### src/rtl/mac_iter_sequencer_pkg.sv
// Shared constants, job/config structs and FSM state encoding for the MAC
// iteration sequencer.
package mac_iter_sequencer_pkg;

  localparam int CNT_LEN = 1024;
  localparam int LW      = $clog2(CNT_LEN) + 1;
  localparam int ITER_W  = 16;

  typedef logic [2:0] state_fsm_t;

  localparam state_fsm_t ST_IDLE      = 3'd0;
  localparam state_fsm_t ST_START     = 3'd1;
  localparam state_fsm_t ST_COMPUTE   = 3'd2;
  localparam state_fsm_t ST_WAIT      = 3'd3;
  localparam state_fsm_t ST_UPDATEIDX = 3'd4;
  localparam state_fsm_t ST_TERMINATE = 3'd5;

  // Part of a job that must stay latched for the whole run.
  typedef struct packed {
    logic [ITER_W-1:0] nb_iter;
    logic [LW-1:0]     len;
    logic [4:0]        shift;
    logic              simple_mul;
    logic [31:0]       iter_stride;
    logic [31:0]       one_stride;
  } ctrl_cfg_t;

  typedef struct packed {
    logic [31:0] a_base;
    logic [31:0] b_base;
    logic [31:0] c_base;
    logic [31:0] d_base;
    ctrl_cfg_t   cfg;
  } ctrl_seq_t;

  // Extra bit keeps iter+1 from wrapping when nb_iter is at its maximum.
  function automatic logic last_iter(input logic [ITER_W-1:0] iter,
                                     input logic [ITER_W-1:0] nb_iter);
    return ({1'b0, iter} + (ITER_W+1)'(1)) == {1'b0, nb_iter};
  endfunction

endpackage

### src/rtl/mac_iter_sequencer_if.sv
// Handshake bundle between the sequencer and the MAC streamer/engine.
interface mac_iter_sequencer_if;
  import mac_iter_sequencer_pkg::*;

  logic              src_ready_i;
  logic              sink_ready_i;
  logic              acc_done_i;
  logic              sink_done_i;
  logic [31:0]       a_addr_o;
  logic [31:0]       b_addr_o;
  logic [31:0]       c_addr_o;
  logic [31:0]       d_addr_o;
  logic              src_req_start_o;
  logic              sink_req_start_o;
  logic              eng_clear_o;
  logic              eng_start_o;
  logic              eng_enable_o;
  logic [LW-1:0]     eng_len_o;
  logic [4:0]        eng_shift_o;
  logic              eng_simple_mul_o;

  modport master (
    input  src_ready_i, sink_ready_i, acc_done_i, sink_done_i,
    output a_addr_o, b_addr_o, c_addr_o, d_addr_o,
           src_req_start_o, sink_req_start_o,
           eng_clear_o, eng_start_o, eng_enable_o,
           eng_len_o, eng_shift_o, eng_simple_mul_o
  );

  modport slave (
    output src_ready_i, sink_ready_i, acc_done_i, sink_done_i,
    input  a_addr_o, b_addr_o, c_addr_o, d_addr_o,
           src_req_start_o, sink_req_start_o,
           eng_clear_o, eng_start_o, eng_enable_o,
           eng_len_o, eng_shift_o, eng_simple_mul_o
  );
endinterface

### src/rtl/mac_iter_sequencer_addr_stepper.sv
// Four per-stream address registers: loaded from the job bases, stepped by
// the iteration stride (C/D use one_stride in accumulate mode).
module mac_addr_stepper (
  input  logic        clk_i,
  input  logic        rst_ni,
  input  logic        clear_i,
  input  logic        load_i,
  input  logic        step_i,
  input  logic        simple_mul_i,
  input  logic [31:0] a_base_i,
  input  logic [31:0] b_base_i,
  input  logic [31:0] c_base_i,
  input  logic [31:0] d_base_i,
  input  logic [31:0] iter_stride_i,
  input  logic [31:0] one_stride_i,
  output logic [31:0] a_addr_o,
  output logic [31:0] b_addr_o,
  output logic [31:0] c_addr_o,
  output logic [31:0] d_addr_o
);

  logic [31:0] cd_stride;

  assign cd_stride = simple_mul_i ? iter_stride_i : one_stride_i;

  always_ff @(posedge clk_i or negedge rst_ni) begin
    if (!rst_ni) begin
      a_addr_o <= '0;
      b_addr_o <= '0;
      c_addr_o <= '0;
      d_addr_o <= '0;
    end else if (clear_i) begin
      a_addr_o <= '0;
      b_addr_o <= '0;
      c_addr_o <= '0;
      d_addr_o <= '0;
    end else if (load_i) begin
      a_addr_o <= a_base_i;
      b_addr_o <= b_base_i;
      c_addr_o <= c_base_i;
      d_addr_o <= d_base_i;
    end else if (step_i) begin
      a_addr_o <= a_addr_o + iter_stride_i;
      b_addr_o <= b_addr_o + iter_stride_i;
      c_addr_o <= c_addr_o + cd_stride;
      d_addr_o <= d_addr_o + cd_stride;
    end
  end

endmodule

### src/rtl/mac_iter_sequencer.sv
// Job sequencer between the register file and the MAC streamer/engine:
// runs nb_iter iterations of stream start, compute, completion wait, address step.
//
// state      | meaning
// IDLE       | no job; waits for start_i
// START      | waits for all streams ready, then fires request/engine-start pulses
// COMPUTE    | engine enabled; waits for accumulation (or sink in simple-mul)
// WAIT       | accumulation done, waiting for the sink to finish
// UPDATEIDX  | advance iteration and addresses, or finish
// TERMINATE  | one-cycle done_o pulse
module mac_iter_sequencer
  import mac_iter_sequencer_pkg::*;
(
  input  logic              clk_i,
  input  logic              rst_ni,
  input  logic              clear_i,
  input  logic              start_i,
  input  logic [31:0]       a_base_i,
  input  logic [31:0]       b_base_i,
  input  logic [31:0]       c_base_i,
  input  logic [31:0]       d_base_i,
  input  logic [ITER_W-1:0] nb_iter_i,
  input  logic [LW-1:0]     len_i,
  input  logic [4:0]        shift_i,
  input  logic              simple_mul_i,
  input  logic [31:0]       iter_stride_i,
  input  logic [31:0]       one_stride_i,
  mac_iter_sequencer_if.master bus,
  output logic [ITER_W-1:0] iter_o,
  output state_fsm_t        state_o,
  output logic              busy_o,
  output logic              done_o
);

  state_fsm_t        state_q, state_d;
  ctrl_seq_t         job_in;
  ctrl_cfg_t         cfg_q;
  logic [ITER_W-1:0] iter_q;
  logic              sticky_q;
  logic              fire, sink_seen, is_last, load, step;

  always_comb begin
    job_in                 = '0;
    job_in.a_base          = a_base_i;
    job_in.b_base          = b_base_i;
    job_in.c_base          = c_base_i;
    job_in.d_base          = d_base_i;
    job_in.cfg.nb_iter     = nb_iter_i;
    job_in.cfg.len         = len_i;
    job_in.cfg.shift       = shift_i;
    job_in.cfg.simple_mul  = simple_mul_i;
    job_in.cfg.iter_stride = iter_stride_i;
    job_in.cfg.one_stride  = one_stride_i;
  end

  assign fire      = (state_q == ST_START) & bus.src_ready_i & bus.sink_ready_i;
  // A sink completion seen during COMPUTE is remembered until UPDATEIDX.
  assign sink_seen = bus.sink_done_i | sticky_q;
  assign is_last   = last_iter(iter_q, cfg_q.nb_iter);
  assign load      = (state_q == ST_IDLE) & start_i;
  assign step      = (state_q == ST_UPDATEIDX) & ~is_last;

  always_comb begin
    state_d = state_q;
    case (state_q)
      ST_IDLE: begin
        if (start_i) begin
          if ((job_in.cfg.nb_iter == '0) || (job_in.cfg.len == '0))
            state_d = ST_TERMINATE;
          else
            state_d = ST_START;
        end
      end
      ST_START:   if (fire) state_d = ST_COMPUTE;
      ST_COMPUTE: begin
        if (cfg_q.simple_mul) begin
          if (sink_seen) state_d = ST_UPDATEIDX;
        end else if (bus.acc_done_i) begin
          state_d = sink_seen ? ST_UPDATEIDX : ST_WAIT;
        end
      end
      ST_WAIT:      if (sink_seen) state_d = ST_UPDATEIDX;
      ST_UPDATEIDX: state_d = is_last ? ST_TERMINATE : ST_START;
      ST_TERMINATE: state_d = ST_IDLE;
      default:      state_d = ST_IDLE;
    endcase
  end

  always_ff @(posedge clk_i or negedge rst_ni) begin
    if (!rst_ni) begin
      state_q  <= ST_IDLE;
      cfg_q    <= '0;
      iter_q   <= '0;
      sticky_q <= 1'b0;
    end else if (clear_i) begin
      state_q  <= ST_IDLE;
      cfg_q    <= '0;
      iter_q   <= '0;
      sticky_q <= 1'b0;
    end else begin
      state_q <= state_d;
      if (load) begin
        cfg_q  <= job_in.cfg;
        iter_q <= '0;
      end else if (step) begin
        iter_q <= iter_q + ITER_W'(1);
      end
      if (load || (state_q == ST_UPDATEIDX))
        sticky_q <= 1'b0;
      else if ((state_q == ST_COMPUTE) && bus.sink_done_i)
        sticky_q <= 1'b1;
    end
  end

  mac_addr_stepper u_addr_stepper (
    .clk_i         (clk_i),
    .rst_ni        (rst_ni),
    .clear_i       (clear_i),
    .load_i        (load),
    .step_i        (step),
    .simple_mul_i  (cfg_q.simple_mul),
    .a_base_i      (job_in.a_base),
    .b_base_i      (job_in.b_base),
    .c_base_i      (job_in.c_base),
    .d_base_i      (job_in.d_base),
    .iter_stride_i (cfg_q.iter_stride),
    .one_stride_i  (cfg_q.one_stride),
    .a_addr_o      (bus.a_addr_o),
    .b_addr_o      (bus.b_addr_o),
    .c_addr_o      (bus.c_addr_o),
    .d_addr_o      (bus.d_addr_o)
  );

  assign bus.src_req_start_o  = fire;
  assign bus.sink_req_start_o = fire;
  assign bus.eng_clear_o      = fire;
  assign bus.eng_start_o      = fire;
  assign bus.eng_enable_o     = (state_q == ST_COMPUTE);
  assign bus.eng_len_o        = cfg_q.len;
  assign bus.eng_shift_o      = cfg_q.shift;
  assign bus.eng_simple_mul_o = cfg_q.simple_mul;

  assign iter_o  = iter_q;
  assign state_o = state_q;
  assign busy_o  = (state_q != ST_IDLE);
  assign done_o  = (state_q == ST_TERMINATE);

endmodule
### src/flat_wrapper.sv
// flat-port wrapper written by rule: the top's interface ports become plain ports
module mac_iter_sequencer_flat import mac_iter_sequencer_pkg::*;
  (clk_i, rst_ni, clear_i, start_i, a_base_i, b_base_i, c_base_i, d_base_i, nb_iter_i, len_i, shift_i, simple_mul_i, iter_stride_i, one_stride_i, iter_o, state_o, busy_o, done_o, bus_src_ready_i, bus_sink_ready_i, bus_acc_done_i, bus_sink_done_i, bus_a_addr_o, bus_b_addr_o, bus_c_addr_o, bus_d_addr_o, bus_src_req_start_o, bus_sink_req_start_o, bus_eng_clear_o, bus_eng_start_o, bus_eng_enable_o, bus_eng_len_o, bus_eng_shift_o, bus_eng_simple_mul_o);
  mac_iter_sequencer_if bus_i ();
  input  logic clk_i;
  input  logic rst_ni;
  input  logic clear_i;
  input  logic start_i;
  input  logic [31:0] a_base_i;
  input  logic [31:0] b_base_i;
  input  logic [31:0] c_base_i;
  input  logic [31:0] d_base_i;
  input  logic [ITER_W-1:0] nb_iter_i;
  input  logic [LW-1:0] len_i;
  input  logic [4:0] shift_i;
  input  logic simple_mul_i;
  input  logic [31:0] iter_stride_i;
  input  logic [31:0] one_stride_i;
  output logic [ITER_W-1:0] iter_o;
  output state_fsm_t state_o;
  output logic busy_o;
  output logic done_o;
  input wire logic [$bits(bus_i.src_ready_i)-1:0] bus_src_ready_i;
  input wire logic [$bits(bus_i.sink_ready_i)-1:0] bus_sink_ready_i;
  input wire logic [$bits(bus_i.acc_done_i)-1:0] bus_acc_done_i;
  input wire logic [$bits(bus_i.sink_done_i)-1:0] bus_sink_done_i;
  output wire logic [$bits(bus_i.a_addr_o)-1:0] bus_a_addr_o;
  output wire logic [$bits(bus_i.b_addr_o)-1:0] bus_b_addr_o;
  output wire logic [$bits(bus_i.c_addr_o)-1:0] bus_c_addr_o;
  output wire logic [$bits(bus_i.d_addr_o)-1:0] bus_d_addr_o;
  output wire logic [$bits(bus_i.src_req_start_o)-1:0] bus_src_req_start_o;
  output wire logic [$bits(bus_i.sink_req_start_o)-1:0] bus_sink_req_start_o;
  output wire logic [$bits(bus_i.eng_clear_o)-1:0] bus_eng_clear_o;
  output wire logic [$bits(bus_i.eng_start_o)-1:0] bus_eng_start_o;
  output wire logic [$bits(bus_i.eng_enable_o)-1:0] bus_eng_enable_o;
  output wire logic [$bits(bus_i.eng_len_o)-1:0] bus_eng_len_o;
  output wire logic [$bits(bus_i.eng_shift_o)-1:0] bus_eng_shift_o;
  output wire logic [$bits(bus_i.eng_simple_mul_o)-1:0] bus_eng_simple_mul_o;
  assign bus_i.src_ready_i = bus_src_ready_i;
  assign bus_i.sink_ready_i = bus_sink_ready_i;
  assign bus_i.acc_done_i = bus_acc_done_i;
  assign bus_i.sink_done_i = bus_sink_done_i;
  assign bus_a_addr_o = bus_i.a_addr_o;
  assign bus_b_addr_o = bus_i.b_addr_o;
  assign bus_c_addr_o = bus_i.c_addr_o;
  assign bus_d_addr_o = bus_i.d_addr_o;
  assign bus_src_req_start_o = bus_i.src_req_start_o;
  assign bus_sink_req_start_o = bus_i.sink_req_start_o;
  assign bus_eng_clear_o = bus_i.eng_clear_o;
  assign bus_eng_start_o = bus_i.eng_start_o;
  assign bus_eng_enable_o = bus_i.eng_enable_o;
  assign bus_eng_len_o = bus_i.eng_len_o;
  assign bus_eng_shift_o = bus_i.eng_shift_o;
  assign bus_eng_simple_mul_o = bus_i.eng_simple_mul_o;
  mac_iter_sequencer u_core (.clk_i(clk_i), .rst_ni(rst_ni), .clear_i(clear_i), .start_i(start_i), .a_base_i(a_base_i), .b_base_i(b_base_i), .c_base_i(c_base_i), .d_base_i(d_base_i), .nb_iter_i(nb_iter_i), .len_i(len_i), .shift_i(shift_i), .simple_mul_i(simple_mul_i), .iter_stride_i(iter_stride_i), .one_stride_i(one_stride_i), .bus(bus_i), .iter_o(iter_o), .state_o(state_o), .busy_o(busy_o), .done_o(done_o));
endmodule
### config.mk
export PLATFORM = sky130hd
export DESIGN_NAME = mac_iter_sequencer_flat
export DESIGN_NICKNAME = d
export VERILOG_FILES = /design/src/rtl/mac_iter_sequencer_pkg.sv /design/src/rtl/mac_iter_sequencer_if.sv /design/src/rtl/mac_iter_sequencer_addr_stepper.sv /design/src/rtl/mac_iter_sequencer.sv /design/src/flat_wrapper.sv
export SDC_FILE = /design/constraint.sdc
export NUM_CORES = 1
export LEC_CHECK = 0
export BUFFER_PORTS_ARGS = -buffer_cell sky130_fd_sc_hd__buf_2
export CAP_MARGIN = 25
export CORE_UTILIZATION = 56
export DETAILED_ROUTE_END_ITERATION = 16
export PLACE_DENSITY_LB_ADDON = 0.2
export SLEW_MARGIN = 20
export SYNTH_ARGS = -nofsm -noshare
export SYNTH_HDL_FRONTEND = slang
export SYNTH_SLANG_ARGS = --single-unit
### constraint.sdc
create_clock -name clk_i -period 4.9 [get_ports clk_i]
set_clock_uncertainty 0.2 [all_clocks]
set_input_delay 0 -clock clk_i [delete_from_list [all_inputs] [get_ports clk_i]]
set_output_delay 0 -clock clk_i [all_outputs]
set_load 0.05 [all_outputs]
==> results of run 1 <==
cell families (layout without fill, tap and decap cells):
group                      Yosys count  in the layout  synth area share
AOI/OAI and AO/OA                  638            638             0.222
buffers and inverters              177            842            0.0478
xor gates and xnor gates           125            125            0.0604
adders and majority gates          129            129            0.0907
DFF                                245            245             0.338
and+or+nand+nor                    809            809             0.202
muxes                               66             66            0.0385
other                                0              5                 0
report_power, final:
| group | switching, W | internal [W] |
|---|---|---|
| clock network | 0.000973 | 0.00144 |
| logic | 0.00196 | 0.00111 |
| registers | 0.000293 | 0.00224 |
registers in the layout, indices dropped and copies added, names as in the netlist:
name	cells
u_core.bus.eng_len_o	11
u_core.bus.eng_shift_o	5
u_core.bus.eng_simple_mul_o	1
u_core.cfg_q	80
u_core.iter_o	16
u_core.state_o	3
u_core.sticky_q	1
u_core.u_addr_stepper.a_addr_o	32
u_core.u_addr_stepper.b_addr_o	32
u_core.u_addr_stepper.c_addr_o	32
u_core.u_addr_stepper.d_addr_o	32
cells in the mapped netlist (14+ instances only):
cell type | instances | area (um2)
sky130_fd_sc_hd__a211oi_1 | 97 | 728
sky130_fd_sc_hd__a21o_1 | 57 | 428
sky130_fd_sc_hd__a21oi_1 | 222 | 1110
sky130_fd_sc_hd__a31oi_1 | 19 | 119
sky130_fd_sc_hd__and3_1 | 17 | 106
sky130_fd_sc_hd__buf_2 | 14 | 70.1
sky130_fd_sc_hd__buf_4 | 33 | 248
sky130_fd_sc_hd__clkbuf_1 | 81 | 304
sky130_fd_sc_hd__dfrtp_1 | 245 | 6130
sky130_fd_sc_hd__ha_1 | 125 | 1560
sky130_fd_sc_hd__inv_1 | 35 | 131
sky130_fd_sc_hd__mux2_2 | 30 | 338
sky130_fd_sc_hd__mux2i_1 | 36 | 360
sky130_fd_sc_hd__nand2_1 | 306 | 1150
sky130_fd_sc_hd__nand2b_1 | 18 | 113
sky130_fd_sc_hd__nand3_1 | 32 | 160
sky130_fd_sc_hd__nand4_1 | 16 | 100
sky130_fd_sc_hd__nor2_1 | 244 | 916
sky130_fd_sc_hd__nor3_1 | 87 | 435
sky130_fd_sc_hd__nor4_1 | 18 | 113
sky130_fd_sc_hd__o211ai_1 | 30 | 225
sky130_fd_sc_hd__o21a_1 | 15 | 113
sky130_fd_sc_hd__o21ai_0 | 109 | 546
sky130_fd_sc_hd__xnor2_1 | 69 | 604
sky130_fd_sc_hd__xor2_1 | 56 | 490
routing by layer:
layer,track usage,part of all wire,up-vias
met1,0.545,0.41,9578
li1,-,-,9185
met2,0.632,0.45,1310
met5,0,0.00032,-
met4,0.180,0.047,4
met3,0.0778,0.098,293
worst register-to-register path, cell delays in order, from the launching register on:
cell                            delay (ns)
sky130_fd_sc_hd__dfrtp_1              0.54
sky130_fd_sc_hd__ha_1                 0.27
sky130_fd_sc_hd__nand3_1              0.24
sky130_fd_sc_hd__or3_1                0.41
sky130_fd_sc_hd__o21ai_0              0.15
sky130_fd_sc_hd__o211ai_1             0.13
sky130_fd_sc_hd__nor4_2               0.45
sky130_fd_sc_hd__nand3b_4             0.68
sky130_fd_sc_hd__buf_12               0.35
sky130_fd_sc_hd__nor2_1               0.13
sky130_fd_sc_hd__a211oi_1             0.34
sky130_fd_sc_hd__nor3_1               0.10
sky130_fd_sc_hd__dlygate4sd3_1        0.59
final cells by class:
type / count / area, um2 / area share
clock buffers: 37 / 806 / 0.0328
diodes: 5 / 12.5 / 0.000510
clock inverters: 17 / 245 / 0.00999
flip-flops and latches: 245 / 6130 / 0.250
inverters: 35 / 131 / 0.00535
repair buffers: 753 / 5580 / 0.227
multi-input cells: 1767 / 11100 / 0.454
well taps: 402 / 503 / 0.0205
timing repair:
action,in CTS,in global routing
hold buffers,327,0
hold endpoints to repair,423,0
endpoints found under the setup margin,0,1
gates resized for setup,0,1
stage by stage:
stage          power, W  cells
5_1_grt         0.00833   3260
6_report        0.00801   3261
3_5_place_dp    0.00521   2875
4_1_cts         0.00786   3256
2_1_floorplan   0.00444   2189
3_3_place_gp    0.00517   2874
path summary, 6_finish.rpt:
kind                                       start  slack [ns]                                  to  depth (start not counted)
worst min-delay path                 c_base_i[7]        0.01   u_core.u_addr_stepper.c_addr_o[7]                          4
min in group asynchronous                 rst_ni        0.39  u_core.u_addr_stepper.a_addr_o[10]                          4
worst max register to register  u_core.iter_o[0]        0.20  u_core.u_addr_stepper.b_addr_o[21]                         12
max in group asynchronous                 rst_ni        3.37  u_core.u_addr_stepper.a_addr_o[29]                          4
worst min register to register  u_core.cfg_q[23]        0.32                    u_core.cfg_q[23]                          2
worst max-delay path            u_core.iter_o[0]        0.20  u_core.u_addr_stepper.b_addr_o[21]                         12
==> run summary, run 1 <==
The final design instance area without fill is 24500 um2. The area of the mapped netlist is 18100 um2. The number of maximum-capacitance violations is 0. The final antenna-violating net count is 0. The net count reported at finish came out at 3193.

The proportion of register bits with asynchronous set or reset after synthesis came out at 1.00. The number of detailed-route iterations in the first pass came out at 6. Post-CTS timing repair inserted 0 buffers for setup. The routed design has a little under 70 mm of wire. The die outline area is roughly 33000 um2. The number of port buffers came out at 403. No sink is reached through more buffers than the 3 on the longest clock path. The kind of critical path is reg -> reg. The buffers plus inverters on the worst setup path came out at 2. The leakage power of the design came out at around 12 nW.

Of the available clock period, the critical path in the final layout requires 0.958. The placed instance area is 20200 um2. The number of antenna violations at the first check in global routing is 7. The final count of hold timing violations is 0. Data arrives at the worst endpoint at 4.94 ns. The number of nets in the synthesized netlist is 2551.

The delay of the slowest cell on the worst path came out at 0.68 ns. Summed over all failing endpoints, the final setup total negative slack is 0 ns. Yosys mapped a number of flops with a built-in enable equal to 0. The final critical-path required period is ~4.7 ns.

The register clock-pin slew on the reported worst setup and hold paths is 0.07 ns. The average instance in the mapped netlist occupies 8.28 um2. The fraction of the core area covered by cells at the end of the flow came out at 0.774. The total overflow reported by the global router came out at 0. The post-DP HPWL came out at between 40 and 50 mm.

The total number of vias is 20.4k. The top-level port count came out at 404. The mean routed wirelength per cell came out at 20.9 um.

The kind of capture point of the worst setup path is a flip-flop. The layout overhead on the synthesized area is 35.4%. Measured along the x axis, the die boundary spans approximately 180 um.

The first-pass GRT wire length is roughly 110 mm. The number of cell rows is 65. The number of slew-limit violations in the final report is 0. The signal on the critical path passes through ha_1 > nand3_1 > or3_1 > o21ai_0 > o211ai_1 > nor4_2 > nand3b_4 > buf_12 > nor2_1 > a211oi_1 > nor3_1 > dlygate4sd3_1.

The congestion estimate from routability-driven global placement came to between 0.9 and 1. Entering global routing, the biggest net connects 153 pins. Setup violations remaining at the end of the flow were counted as 0. The number of instances in the synthesized netlist came out at 2189. The post-route DRC violation count is 0. In the layout the commonest cells are sky130_fd_sc_hd__buf_2, sky130_fd_sc_hd__dlygate4sd3_1, sky130_fd_sc_hd__nand2_1. The number of warning messages in the yosys log came out at 0. The root buffer cell chosen for the clock tree is sky130_fd_sc_hd__clkbuf_16. VDD sags by at most 293 uV. The global-route usage over all layers is 0.404.

The height of the die came out at around 180 um. The number of global-route vias before repair came out at 20.1k. In this run, the number of DRC markers left after iteration 0 of detailed routing was 1993. The worst-case setup slack after placement is 0.593 ns. In the final layout, the share of cells above drive strength 1 is 0.187.

The CTS tree is built. The worst-case setup margin in the final layout is 0.204 ns. Buffers inserted during clock tree synthesis total 29.

The most common library cell in the layout ignoring fill and taps is sky130_fd_sc_hd__buf_2. The clock reaches the later pin of the worst-skew pair after 0.58 ns. The worst max-slew margin expressed relative to the limit is 0.281.

For the pin with the worst max-slew slack, the measured transition is 1.08 ns. Dividing total power by cell area gives a power density of 326 nW/um2. The number of fillers in the final layout is 2134. The run finished with clean final reports. STA puts the critical path data required time at 5.14 ns. Setup repair after global routing left no endpoint under its margin. The cell with the largest stage delay on the worst path is sky130_fd_sc_hd__nand3b_4. The detail-routed via count per cell is 6.25. The number of sinks handled by clock tree synthesis came out at 245. The worst hold slack came out at around 0.011 ns.

The total number of H-tree levels came out at 1. In this run the worst path has a maximum fanout of 58. Static timing analysis puts the maximum clock frequency at 213 MHz. The classification of the worst-slack hold path is in -> reg.

The most used flip-flop cell after synthesis is sky130_fd_sc_hd__dfrtp_1. The kind of cell with the highest combined delay along the critical path is simple AND/OR/NAND/NOR gates. The register bit total from synthesis came out at 245.

The portion of the post-synthesis area used by sequential elements came out at 0.338. The initial standard-cell utilization of the core is 0.572. The unique cell type count in the Yosys netlist came out at 76. The area of the core is 31700 um2. STA classifies the critical path startpoint as a flip-flop.
Note: power is estimated with default switching activity, not from simulation.
==> inputs of run 2 (changes only) <==
- CORE_UTILIZATION: 56 -> 57
- CTS_BUF_LIST: default -> sky130_fd_sc_hd__clkbuf_4
==> run 2 against run 1 <==
Compared with the run above:
- synthesized cell count is the same
- the flow now stops in clock tree synthesis (4_1_cts)
- area after synthesis is the same
==> run summary, run 2 <==
Sorting the synthesized cells by how often they occur yields sky130_fd_sc_hd__nand2_1, sky130_fd_sc_hd__dfrtp_1, sky130_fd_sc_hd__nor2_1. The area of the mapped netlist came out at 18100 um2 (unchanged). The proportion of register bits with asynchronous set or reset after synthesis came to 1.00 (unchanged).

By area the synthesized netlist is led by sky130_fd_sc_hd__dfrtp_1, sky130_fd_sc_hd__ha_1, sky130_fd_sc_hd__nand2_1, sky130_fd_sc_hd__a21oi_1, sky130_fd_sc_hd__nor2_1. Summed over all instances, the cell type with the most area after synthesis is sky130_fd_sc_hd__dfrtp_1. The share of Yosys cell area claimed by the top area cell type came to 0.338 (unchanged). The number of port buffers is 403 (unchanged).

The top-level port count is 404 (unchanged). The die outline width came out at 180 um (-0.87%). The post-CTS setup repair buffer count is 0 (unchanged). The initial standard-cell utilization of the core came to 0.586 (+0.0149). The number of warning messages in the yosys log is 0 (unchanged). The register bit total from synthesis came out at 245 (unchanged). The flow did not finish.

The worst-case setup slack after placement came to 0.775 ns (+0.182 ns). The per-instance average area after synthesis is 8.28 um2 (unchanged). The post-DP HPWL is 42.2 mm (-3.2%). The number of buffers between clock root and the deepest sink came out at 3 (unchanged).

The total number of H-tree levels came out at 3 (+2). The final weighted congestion in routability-driven placement came out at 0.939 (+2.8%). The run ended at clock tree synthesis (4_1_cts). The TritonCTS buffer count is 69 (+140%). The number of enable flip-flop cells after synthesis came out at 0 (unchanged). The number of nets in the synthesized netlist was 2551 (unchanged). The number of instances in the synthesized netlist came out at 2189 (unchanged). The number of cell rows came out at 64 (-1.5%). The most used flip-flop cell after synthesis is sky130_fd_sc_hd__dfrtp_1.

The number of sinks handled by clock tree synthesis came out at 245 (unchanged). The unique cell type count in the Yosys netlist came out at 76 (unchanged). The portion of the post-synthesis area used by sequential elements is 0.338 (unchanged). The first error in the log reads "[ERROR RSZ-0060] Max buffer count reached".

The cell at the root of the clock tree is sky130_fd_sc_hd__clkbuf_4. By instance count, the leading cell after synthesis is sky130_fd_sc_hd__nand2_1. The height of the die is 180 um (-0.87%). The number of instances resized during post-cts repair came out at 0 (unchanged). The hold buffer count at CTS came out at 602 (+84%).
[run 2: per-stage QoR]
step	area [um2]	hold slack [ns]	instances
2_1_floorplan	18100	-0.496	2189
3_3_place_gp	20200	-0.133	2867
3_5_place_dp	20200	-0.121	2868
[run 2: cells by family after synthesis]
family / share of synthesized area
xor+xnor: 0.0604
buf+inv: 0.0478
flops: 0.338
fa+ha+maj: 0.0907
mux: 0.0385
compound gates: 0.222
simple gates: 0.202
==> inputs of run 3 (changes only) <==
- CORE_UTILIZATION: 57 -> 40
- CTS_BUF_LIST: sky130_fd_sc_hd__clkbuf_4 -> default
- PLACE_DENSITY_LB_ADDON: 0.2 -> 0.15
==> run 3 against run 2 <==
Compared with the run above:
- the run now ends clean
==> run summary, run 3 (same netlist as run 1, synthesis figures left out) <==
The number of sinks handled by clock tree synthesis came out at 245 (unchanged). The insertion delay to the later sink of the worst-skew pair came out at 0.60 ns. The tool flagged a number of max-cap violations equal to 0. The post-route DRC violation count came out at 0. The min-delay analysis places its worst path in the category in -> reg.

At the end of the flow, the number of nets in the layout was 3252. Setup repair after global routing could not meet its margin everywhere. For the pin with the worst max-slew slack, the measured transition is ~0.94 ns. The first global-routing pass estimated between 100 and 150 mm of wire.

The number of global-route vias before repair is 19.4k. The worst hold path begins at iter_stride_i[0]. Once layout is done, the placed cells without fillers occupy 25300 um2. The initial standard-cell utilization of the core came to 0.408 (-0.178). The detailed-route wire length came out at 67.5 mm.

The placed instance area came out at 20400 um2 (+1.1%). The register clock-pin slew on the reported worst setup and hold paths is roughly 0.060 ns. For the worst setup path, the data arrival time is about 4.9 ns.

Leaving out fill and tap cells, the most frequent cells in the layout are sky130_fd_sc_hd__buf_2, sky130_fd_sc_hd__dlygate4sd3_1, sky130_fd_sc_hd__nand2_1. The worst max-slew margin expressed relative to the limit came out at 0.373. The final weighted congestion in routability-driven placement is 0.945 (+0.70%). After detailed routing, no signal wire sits above met5.

The portion of total power attributed to combinational logic is 0.393. In this run the power density over the cells is between 300 and 400 nW/um2. The global-route usage over all layers is 0.287.

The register with the highest flop count is u_core.cfg_q. The total power came out at 0.00780 W. The leakage power of the design came out at 12.4 nW. The number of slew-limit violations in the final report was 0. The worst setup path is captured at a flip-flop. The routed length on met1 came out at slightly above 30 mm.

The worst register-to-register path begins at u_core.bus.eng_simple_mul_o. After detailed routing, the met2 layer carries 30.4 mm of wire. The number of port buffers came out at 403 (unchanged).

The total number of H-tree levels came out at 1 (-2). Entering global routing, the biggest net connects 104 pins. The part of the cycle the worst path needs is 0.947. The switching share of power came out at 0.404.

The number of cell rows was 77 (+20%). The root buffer cell chosen for the clock tree is sky130_fd_sc_hd__clkbuf_16. The worst vdd rail ir drop is 263 uV.

The cell count after placement is 3065 (+6.9%). Timing would allow up to 215 MHz. The kind of critical path is reg -> reg. The die outline width came out at 215 um (+19%). The top-level port count came out at 404 (unchanged). The internal power came out at 0.00465 W.

The share of total power dissipated in the clock network is 0.284. The detail-routed via count per cell came out at 5.61. The area of the core came out at 44400 um2. The data required time at the worst endpoint came out at 5.18 ns. The fraction of layout cells with a size suffix above 1 is 0.183.

The TritonCTS buffer count is 31 (-55%). The number of antenna violations at the first check in global routing is 10. The height of the die is 215 um (+19%). The worst setup path is launched from a flip-flop. The die covers about 46000 um2. The final setup violation count is 0.

The number of detailed-route iterations in the first pass is 5. The critical path starts at u_core.bus.eng_simple_mul_o. The DRC marker count from the first detailed-route iteration is 1451. TritonCTS built the clock tree. The library cell used most frequently in the layout, excluding fill and tap cells, is sky130_fd_sc_hd__buf_2.

Dividing the detail-routed wire length by the instance count gives between 15 and 20 um. Global routing finished with a remaining overflow of 0. The switching power of the nets came out at around 0.0031 W. The detail route stage leaves a number of antenna-violating nets equal to 0. The proportion of power drawn by flip-flops and latches is 0.324. The final route contains 19.7k vias. The routed design could run at a clock period as short as 4.64 ns. The non-filler instance count after layout came out at 3512.

The register with the most flip-flops in the layout has 80 of them. The post-DP HPWL is 47.3 mm (+12%). The layout overhead on the synthesized area is 39.6%. The final count of hold timing violations came out at 0. The wire length on met3 is ~4.0 mm.

The number of buffers between clock root and the deepest sink is 3 (unchanged). The maximum net fanout on the critical path is 23. The run finished with clean final reports.
==> run 3: timing repair <==
item,CTS,global route
hold endpoints to repair,431,0
gates resized for setup,0,3
buffers inserted,0,0
setup endpoints to repair,0,10
hold buffers,384,0
==> run 3: cell type report <==
| type | count | area, um2 |
|---|---|---|
| diodes | 8 | 20.0 |
| clock buffers | 44 | 905 |
| clock inverters | 11 | 73.8 |
| fillers | 3920 | 19100 |
| inverters | 35 | 131 |
| multi-input cells | 1767 | 11100 |
| flip-flops and latches | 245 | 6130 |
| well taps | 592 | 741 |
| repair buffers | 810 | 6150 |
==> run 3: power groups by stage <==
stage	clock, W	sequential, W	combinational (W)
global placement	0	0.00255	0.00269
floorplan	0	0.00293	0.00151
global route	0.00233	0.00255	0.00332
finish	0.00221	0.00252	0.00306
CTS	0.00226	0.00251	0.00302
detailed placement	0	0.00255	0.00271
==> run 3: through the flow <==
step	utilization	setup TNS, ns	worst slack [ns]	hold slack, ns
after global placement	0.460	0	0.742	-0.0923
after floorplan	-	0	0.672	-0.496
after CTS	0.569	0	0.0936	0.000421
after detailed placement	0.460	0	0.609	-0.0868
after global routing	0.570	-0.0291	-0.0291	0.0267
final	0.570	0	0.259	0.0183
==> run 3: final timing paths <==
kind,end,slack [ns],depth (start not counted)
worst min-delay path,u_core.cfg_q[32],0.02,4
max in group asynchronous,u_core.iter_o[12],3.57,4
worst min register to register,u_core.cfg_q[15],0.32,2
worst max register to register,u_core.u_addr_stepper.d_addr_o[30],0.26,15
min in group asynchronous,u_core.u_addr_stepper.d_addr_o[6],0.39,4
worst max-delay path,u_core.u_addr_stepper.d_addr_o[30],0.26,15
==> run 3: critical path, cell delays in order (launching register included) <==
cell and delay, ns:
sky130_fd_sc_hd__dfrtp_4 0.62, sky130_fd_sc_hd__mux2_2 0.30, sky130_fd_sc_hd__ha_1 0.23, sky130_fd_sc_hd__inv_1 0.08
sky130_fd_sc_hd__fa_1 0.41, sky130_fd_sc_hd__nor2b_1 0.21, sky130_fd_sc_hd__o31a_1 0.23, sky130_fd_sc_hd__o21ai_1 0.12
sky130_fd_sc_hd__a221o_1 0.35, sky130_fd_sc_hd__a31o_2 0.24, sky130_fd_sc_hd__o211ai_1 0.23, sky130_fd_sc_hd__a21oi_1 0.14
sky130_fd_sc_hd__o21ai_0 0.26, sky130_fd_sc_hd__mux2i_1 0.22, sky130_fd_sc_hd__a211oi_1 0.08, sky130_fd_sc_hd__dlygate4sd3_1 0.59
==> run 3: routing by layer <==
layer | vias to the layer above | global-route usage
li1 | 9276 | -
met1 | 9498 | 0.406
met3 | 165 | 0.0318
met5 | - | 0
met4 | 6 | 0.104
met2 | 755 | 0.452
